`src/rtl/division_pkg.sv`:
```
// Shared definitions for the sequential restoring divider: default operand
// widths, the controller state encoding and a sizing helper for the bit counter.
package division_pkg;

   localparam int DEF_DIVIDEND_W = 32;
   localparam int DEF_DIVISOR_W  = 16;

   // Controller states: waiting, iterating, presenting a result for one cycle.
   typedef enum logic [1:0] {
      IDLE = 2'd0,
      BUSY = 2'd1,
      DONE = 2'd2
   } state_t;

   // Width of the iteration counter: it must hold values up to w-1 with a
   // spare bit so the terminal compare never wraps.
   function automatic int cnt_width(input int w);
      return $clog2(w) + 1;
   endfunction

endpackage

```
`src/rtl/div_step.sv`:
```
// One restoring-division iteration: shift the next dividend bit into the
// partial remainder, compare against the divisor and subtract when it fits.
module div_step #(
   parameter int W = 16
) (
   input  logic [W-1:0] rem_i,      // partial remainder, always < divisor
   input  logic         bit_i,      // next dividend bit, MSB first
   input  logic [W-1:0] divisor_i,
   output logic [W-1:0] rem_o,      // updated partial remainder
   output logic         q_bit_o     // quotient bit produced by this step
);

   logic [W:0] shifted;
   logic       fits;

   // Compare-and-subtract on the W+1-bit shifted remainder. When the divisor
   // fits, the true difference is below the divisor, so a W-bit modular
   // subtraction of the low bits gives the exact result.
   always_comb begin
      shifted = {rem_i, bit_i};
      fits    = (shifted >= {1'b0, divisor_i});
      q_bit_o = fits;
      rem_o   = fits ? (shifted[W-1:0] - divisor_i) : shifted[W-1:0];
   end

endmodule

```
`src/rtl/division_main.sv`:
```
// Sequential unsigned divider: one quotient bit per clock, MSB first, with a
// one-cycle done pulse, divide-by-zero shortcut and held result registers.
module division_main
   import division_pkg::*;
#(
   parameter int DIVIDEND_W = DEF_DIVIDEND_W,
   parameter int DIVISOR_W  = DEF_DIVISOR_W
) (
   input  logic                  clk,
   input  logic                  rst,
   input  logic                  start,
   input  logic [DIVIDEND_W-1:0] dividend,
   input  logic [DIVISOR_W-1:0]  divisor,
   output logic                  busy,
   output logic                  done,
   output logic [DIVIDEND_W-1:0] quotient,
   output logic [DIVISOR_W-1:0]  remainder,
   output logic                  div_by_zero
);

   localparam int              CNT_W    = cnt_width(DIVIDEND_W);
   localparam logic [CNT_W-1:0] CNT_LAST = CNT_W'(DIVIDEND_W - 1);

   state_t                  state_q, state_d;
   // Dividend shift register: the MSB feeds the step each cycle and the new
   // quotient bit enters at the LSB, so after DIVIDEND_W steps it holds the quotient.
   logic [DIVIDEND_W-1:0]   dvd_q, dvd_d;
   logic [DIVISOR_W-1:0]    dsr_q, dsr_d;     // captured divisor
   logic [DIVISOR_W-1:0]    prem_q, prem_d;   // running partial remainder
   logic [CNT_W-1:0]        cnt_q, cnt_d;     // iterations completed
   logic [DIVIDEND_W-1:0]   quo_q, quo_d;     // result registers, held between DONEs
   logic [DIVISOR_W-1:0]    rem_q, rem_d;
   logic                    dbz_q, dbz_d;

   logic [DIVISOR_W-1:0]    step_rem;
   logic                    step_qbit;
   logic [DIVIDEND_W-1:0]   dvd_shift;
   logic                    accept;

   div_step #(
      .W (DIVISOR_W)
   ) u_step (
      .rem_i     (prem_q),
      .bit_i     (dvd_q[DIVIDEND_W-1]),
      .divisor_i (dsr_q),
      .rem_o     (step_rem),
      .q_bit_o   (step_qbit)
   );

   assign dvd_shift = {dvd_q[DIVIDEND_W-2:0], step_qbit};

   // A new request is only honoured when no operation is in flight.
   assign accept = start && ((state_q == IDLE) || (state_q == DONE));

   // Next-state and datapath control; every register defaults to holding.
   always_comb begin
      state_d = state_q;
      dvd_d   = dvd_q;
      dsr_d   = dsr_q;
      prem_d  = prem_q;
      cnt_d   = cnt_q;
      quo_d   = quo_q;
      rem_d   = rem_q;
      dbz_d   = dbz_q;

      case (state_q)
         IDLE, DONE: begin
            if (accept) begin
               dvd_d   = dividend;
               dsr_d   = divisor;
               prem_d  = '0;
               cnt_d   = '0;
               state_d = BUSY;
            end else if (state_q == DONE) begin
               state_d = IDLE;
            end
         end

         BUSY: begin
            if (dsr_q == '0) begin
               // No iterations for a zero divisor: saturate the quotient and
               // pass the low dividend bits through as the remainder.
               quo_d   = '1;
               rem_d   = dvd_q[DIVISOR_W-1:0];
               dbz_d   = 1'b1;
               state_d = DONE;
            end else begin
               dvd_d  = dvd_shift;
               prem_d = step_rem;
               cnt_d  = cnt_q + 1'b1;
               if (cnt_q == CNT_LAST) begin
                  quo_d   = dvd_shift;
                  rem_d   = step_rem;
                  dbz_d   = 1'b0;
                  state_d = DONE;
               end
            end
         end

         default: begin
            state_d = IDLE;
         end
      endcase
   end

   // State and datapath registers; reset clears everything and wins over start.
   always_ff @(posedge clk) begin
      if (rst) begin
         state_q <= IDLE;
         dvd_q   <= '0;
         dsr_q   <= '0;
         prem_q  <= '0;
         cnt_q   <= '0;
         quo_q   <= '0;
         rem_q   <= '0;
         dbz_q   <= 1'b0;
      end else begin
         state_q <= state_d;
         dvd_q   <= dvd_d;
         dsr_q   <= dsr_d;
         prem_q  <= prem_d;
         cnt_q   <= cnt_d;
         quo_q   <= quo_d;
         rem_q   <= rem_d;
         dbz_q   <= dbz_d;
      end
   end

   assign busy        = (state_q == BUSY);
   assign done        = (state_q == DONE);
   assign quotient    = quo_q;
   assign remainder   = rem_q;
   assign div_by_zero = dbz_q;

endmodule

```
`config.mk`:
```
export PLATFORM = sky130hd
export DESIGN_NAME = division_main
export DESIGN_NICKNAME = d
export VERILOG_FILES = /design/src/rtl/division_pkg.sv /design/src/rtl/div_step.sv /design/src/rtl/division_main.sv
export SDC_FILE = /design/constraint.sdc
export NUM_CORES = 1
export LEC_CHECK = 0
export CAP_MARGIN = 15
export CORE_ASPECT_RATIO = 0.7
export CORE_UTILIZATION = 40
export CTS_BUF_LIST = sky130_fd_sc_hd__clkbuf_4
export CTS_CLUSTER_DIAMETER = 50
export CTS_CLUSTER_SIZE = 16
export DETAILED_ROUTE_END_ITERATION = 10
export GPL_TIMING_DRIVEN = 0
export MAX_ROUTING_LAYER = met4
export PLACE_DENSITY = 0.61
export SLEW_MARGIN = 25
export SYNTH_ARGS = -nofsm -noshare
export SYNTH_HDL_FRONTEND = slang
export SYNTH_SLANG_ARGS = --single-unit
export TNS_END_PERCENT = 1
```
`constraint.sdc`:
```
create_clock -name clk -period 2.6 [get_ports clk]
set_input_delay 0.52 -clock clk [delete_from_list [all_inputs] [get_ports clk]]
set_output_delay 0.52 -clock clk [all_outputs]
set_load 0.02 [all_outputs]
```
==> results.py <==
metrics = {
    "run_status": {
        "status": "finished, violations left",
        "violations": "negative setup slack",
    },
    "clock_tree": {
        "root_buffer": "clkbuf_4",
        "clk_pin_slew_ns": 0.12,
        "cts_made_buffers": 17,
        "cts_tree": "yes",
        "cts_htree_levels": 4,
        "clock_sinks": 121,
        "clock_latency_ns": 0.54,
        "max-clock-path-buffers": 2,
    },
    "critical_path": {
        "r2r_end": "remainder[1]",
        "required_ns": 3.03,
        "crit_arrival_ns": 3.06,
        "cp-end-kind": "flop",
        "crit_fanout": 10,
        "path_class": "flop to flop",
        "cp-start-kind": "flop",
        "r2r_start": "dsr_q[1]",
        "rr_worst_depth": 10,
        "reg2reg_slack_ns": -0.03,
    },
    "synth": {
        "async_flop_share_pct": 0,
        "synth_top_family_by_area": "compound AO/OA/AOI/OAI gates",
        "synth_edf_count": 0,
        "synthesis.nets": 763,
        "synthesis.area_mm2": 0.00596,
        "yosys_register_bits": 121,
        "synth_largest_area_cell": "dfxtp_1",
        "synth_simple_gate_area_share_pct": 18.5,
        "ys_types": 73,
        "synthXorXnorAreaFrac_pct": 1.76,
        "synth_fa_ha_area_share_pct": 3.90,
        "synth_top_area_share_pct": 40.6,
        "synth.yosys.seq_area_share_pct": 40.6,
        "synth-compound-area-share_pct": 28.7,
        "muxShareOfSynthArea_pct": 0.168,
        "postSynthAreaPerCell_um2": 8.59,
        "synth_area_leaders": "dfxtp_1 (41%), nand2_1 (7.1%), a21oi_1 (6.0%)",
        "yosysMostFrequentCell": "dfxtp_1",
        "synthTopCellsByCount": "dfxtp_1 (121), nand2_1 (112), a21oi_1 (71), a22oi_1 (32), o221a_2 (31)",
        "yosysWarnings": 0,
        "synth_flop_cell": "dfxtp_1",
        "syn_inst": 694,
    },
    "timing": {
        "slew_viol_final": 0,
        "finalCriticalPeriod_ns": 2.63,
        "rsz0062_at_grt": "yes",
        "fin_crit_sh_pct": 101,
        "hold_viol": 0,
        "fmax_ghz": 0.381,
        "layout_setup_ws_ns": -0.0266,
        "setup-tns-final_ns": -0.0350,
        "worst_slew_pin_slew_ns": 0.639,
        "finalClockSkew_ns": 0.0222,
        "setup_viol": 3,
        "relSlewSlack_pct": 57.4,
    },
    "worst_hold_path": {
        "hold_start": "dvd_q[25]",
        "hold_depth": 2,
        "whs_endpoint": "dvd_q[25]",
        "hold_path.class": "flop to flop",
    },
    "routing": {
        "vias_per_cell": 5.90,
        "first_pass_iters": 5,
        "vias": 6020,
        "drtIter0Drc": 487,
        "wl_per_cell_um": 19.6,
        "drc": 0,
        "ant_nets": 0,
        "routed_wl_um": 20000,
    },
    "grt": {
        "grt_overflow": 0,
        "grt_pass1_vias": 5573,
        "grt_pass1_wl_um": 30900,
        "grtUsageTotal_pct": 27.0,
        "grt_max_degree": 17,
        "antenna_found_initial": 0,
    },
    "floorplan": {
        "core_mm2": 0.0142,
        "dieWidth_um": 148,
        "dieArea_mm2": 0.0154,
        "top_level_ports": 102,
        "rows": 36,
        "start_util_pct": 41.9,
        "die_y_um": 104,
    },
    "placement": {
        "post-place-cells": 984,
        "io_buffers": 100,
        "post-dp-hpwl_um": 15500,
        "gp_congestion": 0.920,
    },
    "layout": {
        "num_antenna_cells": 0,
        "instances_no_fill": 1020,
        "nets": 886,
        "drive_gt1_share_pct": 15.3,
        "syn2layout_area_growth_pct": 29.2,
    },
    "power": {
        "leakage_nw": 2.78,
        "ir_worst_vdd_uv": 725,
        "p_per_area_mw_per_mm2": 1260,
    },
    "job": {
        "max_cap_viol_count": 0,
    },
}
==> registers in the layout, indices dropped and copies added, names as in the netlist <==
signal       flops
cnt_q            6
dsr_q           16
prem_q          16
state_q          2
remainder       16
quotient        32
dvd_q           32
div_by_zero      1
==> power breakdown <==
group / total [mW] / switching, mW / internal (mW)
clock: 1.57 / 0.790 / 0.780
sequential: 2.31 / 0.242 / 2.06
combinational: 5.87 / 3.66 / 2.21
total: 9.74 / 4.69 / 5.05
==> worst max path at each step <==
stage                         to  slack (ns)  startpoint
detailed placement  remainder[1]       -0.31    dsr_q[4]
floorplan           remainder[1]        0.33   dsr_q[10]
finish              remainder[1]       -0.03    dsr_q[1]
CTS                 remainder[1]       -0.05    dsr_q[6]
global route        remainder[1]       -0.19    dsr_q[1]
global placement    remainder[1]       -0.34   dsr_q[12]
==> layer usage <==
metal	share of wire (%)	track usage, %	vias up
met5	0	-	-
met4	0.65	5.52	0
met3	6.0	4.17	13
met2	41	36.1	219
met1	53	41.7	2958
li1	-	-	2830
==> kinds of logic (layout without fill, tap and decap cells) <==
kind of cell / after synthesis / in the layout
DFF: 121 / 121
xor gates and xnor gates: 12 / 12
and+or+nand+nor: 231 / 231
buffers and inverters: 81 / 217
AOI/OAI and AO/OA: 230 / 230
adders and majority gates: 18 / 18
muxes: 1 / 1
==> metrics by stage <==
stage / worst slack [ns] / utilization (%) / hold slack [ns] / total power, mW / area [um2]
2_1_floorplan: 0.328 / - / 0.445 / 5.97 / 5960
3_3_place_gp: -0.341 / 50.6 / 0.461 / 7.50 / 7200
3_5_place_dp: -0.308 / 50.6 / 0.466 / 7.54 / 7200
4_1_cts: -0.0505 / 53.5 / 0.485 / 9.37 / 7620
5_1_grt: -0.195 / 54.1 / 0.494 / 10.2 / 7700
6_report: -0.0266 / 54.1 / 0.481 / 9.74 / 7700
==> critical path, stage by stage (launching register included) <==
cell and delay [ns]:
dfxtp_1 0.37, inv_1 0.09, ha_1 0.30, nor2b_1 0.17
o2111ai_1 0.22, a21oi_2 0.34, o21a_1 0.26, buf_4 0.21
buf_4 0.23, nor3_2 0.06, a311o_1 0.27
==> cell usage in the layout (no fill, tap or decap), types with 5 or more instances in the layout <==
| master | count |
|---|---|
| dfxtp_1 | 118 |
| nand2_1 | 111 |
| clkdlybuf4s50_1 | 100 |
| a21oi_1 | 68 |
| a22oi_1 | 32 |
| o221a_2 | 31 |
| clkbuf_1 | 27 |
| nand3_1 | 26 |
| clkbuf_4 | 21 |
| inv_1 | 20 |
| nor2_1 | 17 |
| nand4_1 | 14 |
| o21ai_0 | 14 |
| ha_1 | 14 |
| o211ai_1 | 12 |
| nor3_1 | 11 |
| buf_4 | 10 |
| buf_2 | 9 |
| a21o_1 | 8 |
| xnor2_1 | 8 |
| or3_1 | 7 |
| o31ai_1 | 7 |
| o21a_1 | 6 |
| nor3_2 | 5 |
==> repair_timing <==
action | in CTS | in global routing
gates resized for setup | 18 | 17
pin swaps | 3 | 5
setup buffers | 1 | 4
setup endpoints to repair | 34 | 65
hold buffers | 0 | 0
==> cell type report <==
class                           instances  area [um2]
Multi-Input combinational cell        492        3270
Clock buffer                           18         135
Tap cell                              190         238
Clock inverter                         14         194
Timing Repair Buffer                  105        1050
Sequential cell                       121        2430
Inverter                               24        90.1
Fill cell                            1396        6530
Buffer                                 56         299
Power figures use the tool's default switching activity.
